$ cat src/rtl/uart_rx_framer_pkg.sv
// Shared types and helpers for the 8N1 serial receive path.
// Imported by the framer top and its byte FIFO.
package uart_pkg;

  typedef enum logic [2:0] {
    IDLE,
    START,
    DATA,
    STOP,
    BREAK
  } rx_state_t;

  localparam logic UART_IDLE_LEVEL = 1'b1;

  // Elaboration-time ceiling log2, used for counter and pointer widths
  function automatic int clog2(input int n);
    int r;
    r = 0;
    while ((1 << r) < n) r++;
    return r;
  endfunction

endpackage

$ cat src/rtl/uart_rx_framer_if.sv
// Host-facing receive interface: serial line in, FIFO read port and sticky error flags out.
interface uart_rx_if #(
  parameter int DATA_BITS = 8
);
  logic                 rx_serial_in;
  logic [DATA_BITS-1:0] rx_data_out;
  logic                 rx_read_en;
  logic                 rx_empty;
  logic                 rx_full;
  logic                 frame_err;
  logic                 overrun;
  logic                 err_clear;

  modport slave (
    input  rx_serial_in, rx_read_en, err_clear,
    output rx_data_out, rx_empty, rx_full, frame_err, overrun
  );

  modport master (
    output rx_serial_in, rx_read_en, err_clear,
    input  rx_data_out, rx_empty, rx_full, frame_err, overrun
  );
endinterface

$ cat src/rtl/uart_rx_framer_fifo.sv
// Show-ahead synchronous byte FIFO; the head word is presented whenever non-empty.
// A push into a full FIFO is accepted only if a pop happens in the same cycle.
module rx_byte_fifo
  import uart_pkg::*;
#(
  parameter int DATA_BITS  = 8,
  parameter int FIFO_DEPTH = 16
) (
  input  logic                 clk,
  input  logic                 rst_n,
  input  logic                 push,
  input  logic [DATA_BITS-1:0] push_data,
  input  logic                 pop,
  output logic [DATA_BITS-1:0] data_out,
  output logic                 empty,
  output logic                 full,
  output logic                 drop
);
  localparam int PW = clog2(FIFO_DEPTH);

  logic [DATA_BITS-1:0] mem_q [FIFO_DEPTH];
  logic [PW-1:0]        wr_ptr_q, wr_ptr_d, rd_ptr_q, rd_ptr_d;
  logic [PW:0]          count_q, count_d;
  logic                 push_eff, pop_eff;

  assign empty    = (count_q == '0);
  assign full     = (count_q == (PW+1)'(FIFO_DEPTH));
  assign pop_eff  = pop & ~empty;
  assign push_eff = push & (~full | pop_eff);
  assign drop     = push & full & ~pop_eff;
  assign data_out = empty ? '0 : mem_q[rd_ptr_q];

  always_comb begin
    // NOTE: every always_comb output gets a default first so no path infers a latch.
    wr_ptr_d = wr_ptr_q;
    rd_ptr_d = rd_ptr_q;
    count_d  = count_q;
    if (push_eff) wr_ptr_d = wr_ptr_q + 1'b1;
    if (pop_eff)  rd_ptr_d = rd_ptr_q + 1'b1;
    case ({push_eff, pop_eff})
      2'b10:   count_d = count_q + 1'b1;
      2'b01:   count_d = count_q - 1'b1;
      default: count_d = count_q;
    endcase
  end

  always_ff @(posedge clk or negedge rst_n) begin
    if (!rst_n) begin
      wr_ptr_q <= '0;
      rd_ptr_q <= '0;
      count_q  <= '0;
    end else begin
      wr_ptr_q <= wr_ptr_d;
      rd_ptr_q <= rd_ptr_d;
      count_q  <= count_d;
    end
  end

  // NOTE: storage is not reset; the empty mux above keeps stale words off data_out.
  always_ff @(posedge clk) begin
    if (push_eff) mem_q[wr_ptr_q] <= push_data;
  end

endmodule

$ cat src/rtl/uart_rx_framer.sv
// 8N1 asynchronous receiver: synchroniser, mid-bit sampling FSM, sticky error flags,
// and a show-ahead byte FIFO toward the host.
module uart_rx_framer
  import uart_pkg::*;
#(
  parameter int CLKS_PER_BIT = 16,
  parameter int DATA_BITS    = 8,
  parameter int FIFO_DEPTH   = 16
) (
  input logic      clk,
  input logic      rst_n,
  uart_rx_if.slave bus
);
  localparam int              TW       = clog2(CLKS_PER_BIT);
  localparam int              BW       = clog2(DATA_BITS);
  localparam logic [TW-1:0]   MID_T    = TW'(CLKS_PER_BIT / 2 - 1);
  localparam logic [TW-1:0]   LAST_T   = TW'(CLKS_PER_BIT - 1);
  localparam logic [BW-1:0]   LAST_BIT = BW'(DATA_BITS - 1);

  logic                 sync1_q, rx_s_q;
  rx_state_t            state_q, state_d;
  logic [TW-1:0]        timer_q, timer_d;
  logic [BW-1:0]        bit_idx_q, bit_idx_d;
  logic [DATA_BITS-1:0] shreg_q, shreg_d;
  logic                 frame_err_q, frame_err_d;
  logic                 overrun_q, overrun_d;
  logic                 push, frame_evt, drop;

  always_comb begin
    state_d   = state_q;
    timer_d   = timer_q;
    bit_idx_d = bit_idx_q;
    shreg_d   = shreg_q;
    push      = 1'b0;
    frame_evt = 1'b0;
    unique case (state_q)
      IDLE: begin
        timer_d = '0;
        if (rx_s_q != UART_IDLE_LEVEL) state_d = START;
      end
      START: begin
        if (timer_q == MID_T) begin
          timer_d   = '0;
          bit_idx_d = '0;
          // A line that is high again at the start-bit centre was only a glitch
          state_d   = (rx_s_q == UART_IDLE_LEVEL) ? IDLE : DATA;
        end else begin
          timer_d = timer_q + 1'b1;
        end
      end
      DATA: begin
        if (timer_q == LAST_T) begin
          timer_d            = '0;
          shreg_d[bit_idx_q] = rx_s_q;
          if (bit_idx_q == LAST_BIT) state_d   = STOP;
          else                       bit_idx_d = bit_idx_q + 1'b1;
        end else begin
          timer_d = timer_q + 1'b1;
        end
      end
      STOP: begin
        if (timer_q == LAST_T) begin
          timer_d   = '0;
          push      = rx_s_q;
          frame_evt = ~rx_s_q;
          state_d   = rx_s_q ? IDLE : BREAK;
        end else begin
          timer_d = timer_q + 1'b1;
        end
      end
      BREAK: begin
        timer_d = '0;
        if (rx_s_q == UART_IDLE_LEVEL) state_d = IDLE;
      end
      default: state_d = IDLE;
    endcase

    // A new error event outranks a coincident clear
    frame_err_d = frame_evt | (frame_err_q & ~bus.err_clear);
    overrun_d   = drop      | (overrun_q   & ~bus.err_clear);
  end

  always_ff @(posedge clk or negedge rst_n) begin
    if (!rst_n) begin
      sync1_q     <= UART_IDLE_LEVEL;
      rx_s_q      <= UART_IDLE_LEVEL;
      state_q     <= IDLE;
      timer_q     <= '0;
      bit_idx_q   <= '0;
      shreg_q     <= '0;
      frame_err_q <= 1'b0;
      overrun_q   <= 1'b0;
    end else begin
      // NOTE: sequential state uses non-blocking assignment so all flops update together.
      sync1_q     <= bus.rx_serial_in;
      rx_s_q      <= sync1_q;
      state_q     <= state_d;
      timer_q     <= timer_d;
      bit_idx_q   <= bit_idx_d;
      shreg_q     <= shreg_d;
      frame_err_q <= frame_err_d;
      overrun_q   <= overrun_d;
    end
  end

  assign bus.frame_err = frame_err_q;
  assign bus.overrun   = overrun_q;

  rx_byte_fifo #(
    .DATA_BITS  (DATA_BITS),
    .FIFO_DEPTH (FIFO_DEPTH)
  ) u_fifo (
    .clk       (clk),
    .rst_n     (rst_n),
    .push      (push),
    .push_data (shreg_d),
    .pop       (bus.rx_read_en),
    .data_out  (bus.rx_data_out),
    .empty     (bus.rx_empty),
    .full      (bus.rx_full),
    .drop      (drop)
  );

endmodule

$ cat src/flat_wrapper.sv
// flat-port wrapper written by rule: the top's interface ports become plain ports
module uart_rx_framer_flat import uart_pkg::*;
#(
  parameter int CLKS_PER_BIT = 16,
  parameter int DATA_BITS    = 8,
  parameter int FIFO_DEPTH   = 16
)
  (clk, rst_n, bus_rx_serial_in, bus_rx_read_en, bus_err_clear, bus_rx_data_out, bus_rx_empty, bus_rx_full, bus_frame_err, bus_overrun);
  uart_rx_if #(.DATA_BITS(DATA_BITS)) bus_i ();
  input logic clk;
  input logic rst_n;
  input wire logic [$bits(bus_i.rx_serial_in)-1:0] bus_rx_serial_in;
  input wire logic [$bits(bus_i.rx_read_en)-1:0] bus_rx_read_en;
  input wire logic [$bits(bus_i.err_clear)-1:0] bus_err_clear;
  output wire logic [$bits(bus_i.rx_data_out)-1:0] bus_rx_data_out;
  output wire logic [$bits(bus_i.rx_empty)-1:0] bus_rx_empty;
  output wire logic [$bits(bus_i.rx_full)-1:0] bus_rx_full;
  output wire logic [$bits(bus_i.frame_err)-1:0] bus_frame_err;
  output wire logic [$bits(bus_i.overrun)-1:0] bus_overrun;
  assign bus_i.rx_serial_in = bus_rx_serial_in;
  assign bus_i.rx_read_en = bus_rx_read_en;
  assign bus_i.err_clear = bus_err_clear;
  assign bus_rx_data_out = bus_i.rx_data_out;
  assign bus_rx_empty = bus_i.rx_empty;
  assign bus_rx_full = bus_i.rx_full;
  assign bus_frame_err = bus_i.frame_err;
  assign bus_overrun = bus_i.overrun;
  uart_rx_framer #(.CLKS_PER_BIT(CLKS_PER_BIT), .DATA_BITS(DATA_BITS), .FIFO_DEPTH(FIFO_DEPTH)) u_core (.clk(clk), .rst_n(rst_n), .bus(bus_i));
endmodule
$ cat config.mk
export PLATFORM = sky130hd
export DESIGN_NAME = uart_rx_framer_flat
export DESIGN_NICKNAME = d
export VERILOG_FILES = /design/src/rtl/uart_rx_framer_pkg.sv /design/src/rtl/uart_rx_framer_if.sv /design/src/rtl/uart_rx_framer_fifo.sv /design/src/rtl/uart_rx_framer.sv /design/src/flat_wrapper.sv
export SDC_FILE = /design/constraint.sdc
export NUM_CORES = 1
export LEC_CHECK = 0
export ABC_AREA = 1
export CAP_MARGIN = 25
export CORE_ASPECT_RATIO = 0.5
export CORE_MARGIN = 2
export CORE_UTILIZATION = 57
export DETAILED_ROUTE_END_ITERATION = 8
export GPL_TIMING_DRIVEN = 0
export MAX_ROUTING_LAYER = met4
export PLACE_DENSITY = 0.78
export SLEW_MARGIN = 20
export SYNTH_ARGS = -nofsm -noshare
export SYNTH_HDL_FRONTEND = slang
export SYNTH_SLANG_ARGS = --single-unit
$ cat constraint.sdc
create_clock -name clk -period 2.3 [get_ports clk]
set_clock_uncertainty 0.1 [all_clocks]
set_input_delay 0.23 -clock clk [delete_from_list [all_inputs] [get_ports clk]]
set_output_delay 0.23 -clock clk [all_outputs]
set_load 0.01 [all_outputs]
==> results of run 1 <==
worst max-delay path by stage:
stage,startpoint,end,cells after the start
3_5_place_dp,u_core.u_fifo.rd_ptr_q[0]$_DFFE_PN0P_,bus_rx_data_out[7],7
3_3_place_gp,u_core.u_fifo.rd_ptr_q[0]$_DFFE_PN0P_,bus_rx_data_out[0],7
2_1_floorplan,u_core.timer_q[1]$_DFFE_PN0P_,u_core.u_fifo.mem_q[11][0]$_DFFE_PP_,9
4_1_cts,u_core.u_fifo.rd_ptr_q[0]$_DFFE_PN0P_,bus_rx_data_out[1],9
5_1_grt,u_core.u_fifo.rd_ptr_q[0]$_DFFE_PN0P_,bus_rx_data_out[5],11
6_report,u_core.u_fifo.rd_ptr_q[0]$_DFFE_PN0P_,bus_rx_data_out[5],11
cell families (layout without fill, tap and decap cells):
| family | count (synthesis) | in the layout |
|---|---|---|
| compound gates | 134 | 134 |
| xor+xnor | 8 | 8 |
| fa+ha+maj | 10 | 10 |
| buf+inv | 73 | 137 |
| flops | 163 | 163 |
| mux | 8 | 8 |
| simple gates | 199 | 199 |
report_power, final:
group	internal, uW	leakage [uW]	total, uW	switching, uW
clock	1520	0.000277	2770	1250
sequential	3290	0.00192	3480	188
combinational	1690	0.00133	4390	2700
total	6500	0.00352	10600	4140
cells in the final DEF (no fill, tap or decap), drive strengths merged, types with 7 or more instances in the layout:
cell type / count
mux2i: 8
clkdlybuf4s50: 7
nor2: 106
inv: 51
a21oi: 13
clkbuf: 27
o21ai: 85
nand3: 30
edfxtp: 128
ha: 10
o22ai: 13
nand2: 52
buf: 39
dfrtp: 33
o221ai: 20
xor2: 8
layer usage:
metal | vias up | part of all wire | track usage
met5 | - | 0 | -
li1 | 2236 | - | -
met2 | 335 | 0.48 | 0.449
met3 | 73 | 0.11 | 0.0634
met1 | 2432 | 0.37 | 0.347
met4 | 0 | 0.039 | 0.166
state kept, by name, summed over array words and instances, names as in the netlist, 3 cells and up:
| register | flops |
|---|---|
| u_core.bit_idx_q | 3 |
| u_core.shreg_q | 8 |
| u_core.state_q | 3 |
| u_core.timer_q | 4 |
| u_core.u_fifo.count_q | 5 |
| u_core.u_fifo.mem_q | 128 |
| u_core.u_fifo.rd_ptr_q | 4 |
| u_core.u_fifo.wr_ptr_q | 4 |
timing repair:
action / in CTS / in global routing
hold endpoints to repair: 35 / 0
endpoints found under the setup margin: 153 / 225
cloned: 3 / 0
buffers inserted: 7 / 7
pin swaps: 38 / 20
gates resized for setup: 144 / 52
hold buffers: 1 / 0
layout make-up:
cell class	count	area, sq um
flip-flops and latches	163	4720
clock inverters	15	145
plain buffers	23	210
multi-input cells	359	2340
clock buffers	17	425
repair buffers	34	392
inverters	48	208
fillers	688	3230
well taps	165	206
through the flow:
| step | instances | hold WS [ns] | setup WS (ns) |
|---|---|---|---|
| 3_5_place_dp | 777 | 0.0573 | -0.475 |
| 5_1_grt | 824 | 0.115 | -0.310 |
| 4_1_cts | 820 | 0.103 | -0.158 |
| 3_3_place_gp | 776 | 0.246 | -0.459 |
| 2_1_floorplan | 595 | -0.166 | 0.237 |
| 6_report | 824 | 0.103 | -0.238 |
==> metrics.md, run 1 <==
| Metric | Value |
|---|---|
| Status | finished, violations left |
| Failing checks | setup timing |
| Worst R2R Path Depth | 8 |
| Clk_lat worst skew | 0.43 ns |
| Area after DPL | 7380 sq um |
| GPL Wtd Cong | 0.903 |
| Crit path max fanout | 8 |
| Distinct cells, synth | 37 |
| Hold Vio Cnt, Final | 0 |
| Reg2Reg Setup Slack | 0.09 ns |
| Post-Synth Simple-Gate Area | 0.131 |
| Port buffer count | 16 |
| Synth top area share | 0.550 |
| Crit-path cells | buf_6 -> inv_6 -> buf_12 -> buf_8 -> nor2_2 -> o22ai_2 -> nor2_1 -> nor2_1 -> o21ai_2 -> a21oi_2 -> buf_2 |
| CP bufs+invs | 5 |
| Synth area leaders | edfxtp_1 (55%), dfrtp_1 (12%), o21ai_0 (5.7%) |
| Vias/cell | 6.16 |
| GRT Overall Usage | 0.284 |
| Drt initial violations | 752 |
| PD cells | 1230 nW/um^2 |
| Crit Reg-Reg Startpoint | u_core.state_q[2]$_DFFE_PN0P_ |
| DR DRC count | 0 |
| Maximum vdd ir drop | 704 uV |
| Worst hold path type | in2reg |
| Crit path DAT | 2.21 ns |
| Post-detailed-route count of antenna-violating nets | 0 |
| Compound-Gate Fraction of Synth Area | 0.110 |
| Synth warn | 0 |
| Worst reg2reg path endpoint | u_core.u_fifo.mem_q[13][6]$_DFFE_PP_ |
| Commonest cells post-synth | edfxtp_1 (128), nor2_1 (101), o21ai_0 (80), nand2_1 (41), inv_1 (37) |
| Vias in the first global route | 4818 |
| Slew headroom | 0.578 |
| Hold Path Stages | 1 |
| CTS buffer count | 17 |
| Crit path kind | reg2out |
| TritonCTS clock tree | built |
| Cells after Synth | 595 |
| ANT cells | 0 |
| Ratio of cells with drive above 1 in the final layout | 0.278 |
| Nets@finish | 661 |
| Largest net degree at the start of global routing | 23 |
| Final Core Density | 0.728 |
| Hold Path End | u_core.sync1_q$_DFF_PN1_ |
| Adder-cell share of the synthesized area | 0.0179 |
| Clock Sinks | 163 |
| EDFF count, synth | 128 |
| Io pins | 17 |
| Via Count | 5076 |
| Initial Util | 0.589 |
| CP max stage delay | 0.40 ns |
| Die area | 13200 sq um |
| DIE HEIGHT | 82.3 microns |
| CP endpoint kind | output port |
| Overflow after GRT | 0 |
| Largest family of logic cells by synthesized area | simple AND/OR/NAND/NOR gates |
| Wire per inst | 21.7 microns |
| Crit path time final | 2.54 ns |
| Mean post-synth cell area | 11.8 sq um |
| FF+latch count, synth | 163 |
| Worst Max-Slew Pin Slew | 0.633 ns |
| Syn Nets | 610 |
| CP most frequent cell | nor2_1 |
| CTS root buffer | clkbuf_16 |
| Mux contribution to synthesized area | 0.0115 |
| Post-Synth XOR/XNOR Area | 0.0111 |
| Top FF cell, synth | edfxtp_1 |
| H-tree depth | 4 |
| Hold Path Origin | bus_rx_serial_in |
| First-pass GRT wire length | 26100 microns |
| Ys async rst share | 0.215 |
| P&R area growth vs syn | 23.7% |
| Most instantiated library cell after synthesis | edfxtp_1 |
| CP required | 1.97 ns |
| Detailed Routing Iterations Pass 1 | 5 |
| Max cap viols | 0 |
| Setup TNS | -1.33 ns |
| Finished layout cell area | 8650 sq um |
| Final Worst Setup Slack | -0.238 ns |
| DP HPWL | 9950 microns |
| Overall Power | 10600 uW |
| Setup violations, final | 8 |
| Sequential fraction of the synthesis area | 0.675 |
| Die width | 161 microns |
| Synth Cell Area | 6990 sq um |
| Leak pwr | 0.00352 uW |
| Drt total wl | 17900 microns |
| Max clock buf depth | 2 |
| Clock-pin slew on the worst setup and hold paths | 0.06 ns |
| Initial antenna violation count | 0 |
| Period utilisation layout | 1.10 |
| Slew Viols, Final | 0 |
| RSZ-0062 raised after global routing | yes |
| Row cnt | 28 |
| Slowest-stage cell, CP | dfrtp_1 |
| Synth area leader | edfxtp_1 |
| Crit path max-delay family | buffers and inverters |
| Max Freq | 0.394 GHz |
| Core area | 11900 sq um |
| CP Launch Type | flop |
(Power assumes the default switching activity.)
==> inputs of run 2 (changes only) <==
--- a/config.mk
+++ b/config.mk
@@ -9,11 +9,11 @@
 export CAP_MARGIN = 25
 export CORE_ASPECT_RATIO = 0.5
 export CORE_MARGIN = 2
-export CORE_UTILIZATION = 57
+export CORE_UTILIZATION = 55
 export DETAILED_ROUTE_END_ITERATION = 8
 export GPL_TIMING_DRIVEN = 0
 export MAX_ROUTING_LAYER = met4
-export PLACE_DENSITY = 0.78
+export PLACE_DENSITY = 0.76
 export SLEW_MARGIN = 20
 export SYNTH_ARGS = -nofsm -noshare
 export SYNTH_HDL_FRONTEND = slang
==> run 2 against run 1 <==
  * The flow still finishes with violations (setup timing)
  * Clock-buffer cell count unchanged
  * Non-clock buffer count increased by 6
  * Final area increased by 0.84%
  * Fmax decreased by 0.34%
  * Hold slack got worse by 0.0011 ns
  * Die area increased by 3.5%
  * First-iteration DRC count decreased by 16%
==> metrics.md, run 2 (synthesis results as in run 1) <==
| Metric | Value |
|---|---|
| Status | finished, violations left |
| Failing checks | setup timing |
| Clock Sinks | 163 |
| GPL Wtd Cong | 0.937 |
| Max FFs per register | 128 |
| Io pins | 17 |
| Maximum vdd ir drop | 724 uV |
| Clk_lat worst skew | 0.43 ns |
| CTS buffer count | 17 |
| ANT cells | 0 |
| Crit Reg-Reg Startpoint | u_core.state_q[2]$_DFFE_PN0P_ |
| DP HPWL | 10100 microns |
| Biggest regs | u_core.u_fifo.mem_q: 128 flops, u_core.shreg_q: 8 flops, u_core.u_fifo.count_q: 5 flops |
| Slew Viols, Final | 0 |
| Via Count | 5140 |
| # fillers | 789 |
| CTS root buffer | clkbuf_16 |
| Reg2Reg Setup Slack | 0.02 ns |
| Row cnt | 29 |
| Max clock buf depth | 2 |
| CP most frequent cell | buf_6 |
| CP required | 1.97 ns |
| CP Launch Type | flop |
| Overflow after GRT | 0 |
| Setup violations, final | 8 |
| Final Worst Setup Slack | -0.247 ns |
| Crit-path cells | buf_6 -> buf_4 -> buf_6 -> clkbuf_16 -> nor2_1 -> o221ai_1 -> nand3_1 -> a21oi_2 -> buf_2 |
| Worst R2R Path Depth | 9 |
| GRT Overall Usage | 0.286 |
| Overall Power | 10800 uW |
| Max Freq | 0.393 GHz |
| Port buffer count | 16 |
| Crit path DAT | 2.22 ns |
| Drt total wl | 17900 microns |
| P&R area growth vs syn | 24.7% |
| Most common cell after layout, fill and taps aside | edfxtp_1 |
| Vias/cell | 6.16 |
| Clock-pin slew on the worst setup and hold paths | 0.07 ns |
| Wire per inst | 21.5 microns |
| RSZ-0062 raised after global routing | yes |
| Critical path depth in cells | 9 |
| Crit path kind | reg2out |
| Initial antenna violation count | 0 |
| PD cells | 1230 nW/um^2 |
| H-tree depth | 4 |
| Area after DPL | 7390 sq um |
| Most frequent cells in the layout | edfxtp_1 (128), nor2_1 (75), o21ai_0 (62), nand2_1 (37) |
| First-pass GRT wire length | 27900 microns |
| Die width | 163 microns |
| TritonCTS clock tree | built |
| Worst reg2reg path endpoint | u_core.u_fifo.mem_q[13][2]$_DFFE_PP_ |
| Hold Vio Cnt, Final | 0 |
| Initial Util | 0.559 |
| Finished layout cell area | 8720 sq um |
| DR DRC count | 0 |
| Ratio of cells with drive above 1 in the final layout | 0.285 |
| Worst hold path type | in2reg |
| Drt initial violations | 634 |
| Max cap viols | 0 |
| Slew headroom | 0.585 |
| Die area | 13700 sq um |
| Biggest register | u_core.u_fifo.mem_q |
| Critical Path End | bus_rx_data_out[7] |
| Setup WS pre-CTS | -0.501 ns |
| Period utilisation layout | 1.11 |
| Critical path launch point | u_core.u_fifo.rd_ptr_q[0]$_DFFE_PN0P_ |
| Largest net degree at the start of global routing | 23 |
| CP max stage delay | 0.42 ns |
| Core area | 12500 sq um |
| Nets@finish | 667 |
| Slowest-stage cell, CP | dfrtp_1 |
| CP bufs+invs | 5 |
| Detailed Routing Iterations Pass 1 | 6 |
| Leak pwr | 0.00356 uW |
| Vias in the first global route | 5134 |
| Crit path time final | 2.55 ns |
| Crit path max fanout | 6 |
| Worst Max-Slew Pin Slew | 0.622 ns |
| Crit path max-delay family | buffers and inverters |
| DIE HEIGHT | 83.7 microns |
| Post-detailed-route count of antenna-violating nets | 0 |
| CP endpoint kind | output port |
==> run 2: how the worst min path moves through the flow <==
stage	from	end	slack [ns]	depth (start not counted)
final	bus_rx_serial_in	u_core.sync1_q$_DFF_PN1_	0.10	1
after global routing	bus_rx_serial_in	u_core.sync1_q$_DFF_PN1_	0.11	1
after CTS	bus_rx_serial_in	u_core.sync1_q$_DFF_PN1_	0.10	1
after detailed placement	rst_n	u_core.timer_q[1]$_DFFE_PN0P_	0.06	1
after global placement	u_core.sync1_q$_DFF_PN1_	u_core.rx_s_q$_DFF_PN1_	0.25	0
after floorplan	rst_n	u_core.bit_idx_q[0]$_DFFE_PN0P_	-0.17	0
==> run 2: layout make-up <==
type,instances,area [sq um],share of cell area
Tap cell,170,213,0.0244
Timing Repair Buffer,38,418,0.0479
Clock buffer,17,425,0.0488
Sequential cell,163,4720,0.542
Buffer,25,238,0.0273
Inverter,48,213,0.0244
Multi-Input combinational cell,359,2350,0.269
Clock inverter,14,143,0.0164
==> run 2: per-layer routing <==
metal,track usage,vias to the layer above,part of all wire
met3,0.0691,72,0.12
met1,0.359,2470,0.37
li1,-,2251,-
met2,0.435,347,0.47
met4,0.152,0,0.045
met5,-,-,0
==> run 2: power by group <==
| group | switching [uW] | internal (uW) | total [uW] | leakage, uW |
|---|---|---|---|---|
| clock network | 1260 | 1520 | 2780 | 0.000270 |
| registers | 219 | 3290 | 3510 | 0.00192 |
| logic | 2690 | 1780 | 4470 | 0.00137 |
==> run 2: what timing repair did <==
| item | CTS | global route |
|---|---|---|
| hold endpoints to repair | 35 | 0 |
| pin swaps | 41 | 26 |
| gates cloned | 4 | 0 |
| buffers inserted | 8 | 8 |
| hold buffers | 1 | 0 |
| gates resized for setup | 158 | 46 |
| endpoints found under the setup margin | 137 | 253 |
==> run 2: stage by stage <==
| stage | hold WS (ns) | instances | util | TNS (ns) |
|---|---|---|---|---|
| floorplan | -0.166 | 595 | - | 0 |
| global placement | 0.246 | 781 | 0.588 | -20.73 |
| detailed placement | 0.0639 | 782 | 0.590 | -27.31 |
| CTS | 0.102 | 826 | 0.675 | -0.968 |
| global route | 0.106 | 834 | 0.697 | -3.90 |
| finish | 0.102 | 834 | 0.697 | -1.45 |
==> inputs of run 3 (changes only) <==
--- a/config.mk
+++ b/config.mk
@@ -7,13 +7,13 @@
 export LEC_CHECK = 0
 export ABC_AREA = 1
 export CAP_MARGIN = 25
-export CORE_ASPECT_RATIO = 0.5
-export CORE_MARGIN = 2
+export CORE_MARGIN = 4
 export CORE_UTILIZATION = 55
 export DETAILED_ROUTE_END_ITERATION = 8
 export GPL_TIMING_DRIVEN = 0
 export MAX_ROUTING_LAYER = met4
 export PLACE_DENSITY = 0.76
+export SETUP_SLACK_MARGIN = 0.15
 export SLEW_MARGIN = 20
 export SYNTH_ARGS = -nofsm -noshare
 export SYNTH_HDL_FRONTEND = slang
==> run 3 against run 2 <==
  * The run still ends with setup timing left
  * Sequential power barely moved
  * First-iteration DRC count fell by 14%
  * Total power rose by 2.7%
  * Hold slack got worse by 0.046 ns
  * Largest cell class unchanged
  * Wire length fell by 0.38%
  * Highest routed layer unchanged
  * Clock power rose by 4%
  * Critical path depth rose by 3
  * Worst setup slack improved by 0.0081 ns
  * Sequential cell count did not move
  * Critical endpoint is now bus_rx_data_out[3]
==> metrics.md, run 3 (synthesis results as in run 1) <==
| Metric | Value |
|---|---|
| Most frequent cells in the layout | edfxtp_1 (128), nor2_1 (79), o21ai_0 (63), nand2_1 (35), dfrtp_1 (29) |
| Overall Power | 11000 uW |
| Worst reg2reg path endpoint | u_core.u_fifo.count_q[4]$_DFFE_PN0P_ |
| Row cnt | 40 |
| ANT cells | 0 |
| CTS buffer count | 17 |
| Via Count | 5081 |
| Largest net degree at the start of global routing | 32 |
| Core area | 12200 sq um |
| CP Launch Type | flop |
| RSZ-0062 raised after global routing | yes |
| Die width | 121 microns |
| Maximum vdd ir drop | 807 uV |
| Initial antenna violation count | 0 |
| Max clock buf depth | 2 |
| Detailed Routing Iterations Pass 1 | 7 |
| Io pins | 17 |
| DRT met1 WL | 6570 microns |
| Max cap viols | 0 |
| Die area | 14600 sq um |
| Vias/cell | 5.95 |
| Overflow after GRT | 0 |
| CP endpoint kind | output port |
| Drt total wl | 17900 microns |
| Failing checks | setup timing |
| Setup violations, final | 8 |
| First-pass GRT wire length | 26900 microns |
| PD cells | 1220 nW/um^2 |
| Cell Count, Final, Fillers Out | 854 |
| Max FFs per register | 128 |
| CP required | 1.97 ns |
| DP HPWL | 10200 microns |
| Clock-pin slew on the worst setup and hold paths | 0.06 ns |
| # fillers | 751 |
| Vias in the first global route | 5059 |
| WL met2 | 9300 microns |
| Finished layout cell area | 9020 sq um |
| DR DRC count | 0 |
| Hold Vio Cnt, Final | 0 |
| Worst Max-Slew Pin Slew | 0.611 ns |
| Initial Util | 0.573 |
| Multi-input gate area | 2400 sq um |
| Crit path kind | reg2out |
| Top routing layer used | met4 |
| TritonCTS clock tree | built |
| Crit path time final | 2.54 ns |
| Placed instance count | 780 |
| Nets@finish | 688 |
| Status | finished, violations left |
| H-tree depth | 4 |
| Critical Path End | bus_rx_data_out[3] |
| GPL Wtd Cong | 0.929 |
| Slew headroom | 0.592 |
| Area after DPL | 7380 sq um |
| Drt initial violations | 545 |
| Post-detailed-route count of antenna-violating nets | 0 |
| Met3 wire length | 1450 microns |
| Biggest register | u_core.u_fifo.mem_q |
| Critical path launch point | u_core.u_fifo.rd_ptr_q[0]$_DFFE_PN0P_ |
| DIE HEIGHT | 121 microns |
| Final Worst Setup Slack | -0.239 ns |
| Crit path max fanout | 4 |
| Period utilisation layout | 1.10 |
| P&R area growth vs syn | 29.1% |
| Ratio of cells with drive above 1 in the final layout | 0.312 |
| GRT Overall Usage | 0.256 |
| Worst R2R Path Depth | 15 |
| Clk_lat worst skew | 0.44 ns |
| Crit path DAT | 2.21 ns |
| Clock Sinks | 163 |
| CTS root buffer | clkbuf_16 |
| Max Freq | 0.394 GHz |
| Wire per inst | 20.9 microns |
| Leak pwr | 0.00373 uW |
| Worst hold path type | in2async |
| Sequential cell area | 4730 sq um |
| Slew Viols, Final | 0 |
| Reg2Reg Setup Slack | 0.19 ns |
| Crit Reg-Reg Startpoint | u_core.timer_q[1]$_DFFE_PN0P_ |
| Biggest regs | u_core.u_fifo.mem_q: 128 flops, u_core.shreg_q: 8 flops, u_core.u_fifo.count_q: 5 flops |
| Port buffer count | 16 |
| Most common cell after layout, fill and taps aside | edfxtp_1 |
-- run 3: cell types whose count changed in the layout (fill, tap and decap cells not counted), moves of 4 or more --
cell / delta
buf_12: +4
buf_4: +15
clkbuf_1: +6
clkbuf_8: +10
clkinvlp_4: -5
inv_1: -6
inv_2: +8
inv_6: -8
nor2_1: +4
nor2_2: -5
-- run 3: worst max-delay path, stage by stage (launching register included) --
cell	delay [ns]
dfrtp_1	0.41
buf_6	0.15
inv_8	0.06
buf_12	0.10
buf_16	0.11
buf_6	0.10
o21ai_2	0.05
o22ai_2	0.21
nor2_1	0.08
nor2_1	0.15
o21ai_1	0.08
a21oi_1	0.12
buf_2	0.15
-- run 3: metrics by stage --
step / setup TNS [ns] / hold slack, ns / util / worst slack [ns]
finish: -1.56 / 0.0562 / 0.739 / -0.239
CTS: -1.01 / 0.0443 / 0.721 / -0.177
global route: -2.05 / 0.0709 / 0.739 / -0.286
detailed placement: -25.25 / -0.0396 / 0.604 / -0.451
floorplan: 0 / -0.166 / - / 0.237
global placement: -18.32 / 0.246 / 0.603 / -0.433
-- run 3: how the worst min path moves through the flow --
stage | startpoint | to | depth (start not counted)
after floorplan | rst_n | u_core.bit_idx_q[0]$_DFFE_PN0P_ | 0
after global placement | u_core.sync1_q$_DFF_PN1_ | u_core.rx_s_q$_DFF_PN1_ | 0
after detailed placement | rst_n | u_core.u_fifo.count_q[2]$_DFFE_PN0P_ | 1
after CTS | rst_n | u_core.u_fifo.count_q[2]$_DFFE_PN0P_ | 2
after global routing | rst_n | u_core.u_fifo.count_q[3]$_DFFE_PN0P_ | 2
final | rst_n | u_core.u_fifo.count_q[2]$_DFFE_PN0P_ | 2
-- run 3: final cells by class --
type                            instances  share of cell area
Tap cell                              168              0.0233
Multi-Input combinational cell        359               0.265
Buffer                                 25              0.0272
Sequential cell                       163               0.524
Inverter                               48              0.0241
Clock inverter                          3             0.00749
Clock buffer                           29              0.0599
Timing Repair Buffer                   59              0.0688
-- run 3: what timing repair did --
item / 4_1_cts / 5_1_grt
gates cloned: 4 / 0
endpoints found under the hold margin: 35 / 0
hold buffers: 1 / 0
setup endpoints to repair: 235 / 272
resized for setup: 183 / 47
buffers inserted: 29 / 8
pin swaps: 36 / 18
-- run 3: per-layer routing --
| metal | GRT usage | up-vias |
|---|---|---|
| met1 | 0.301 | 2476 |
| met3 | 0.0543 | 44 |
| met2 | 0.431 | 280 |
| met5 | - | - |
| met4 | 0.109 | 0 |
| li1 | - | 2281 |
-- run 3: where the power goes --
group	switching [uW]	total, uW	internal [uW]
clock network	1090	2890	1800
logic	2680	4660	1980
registers	212	3510	3290
total	3980	11000	7070
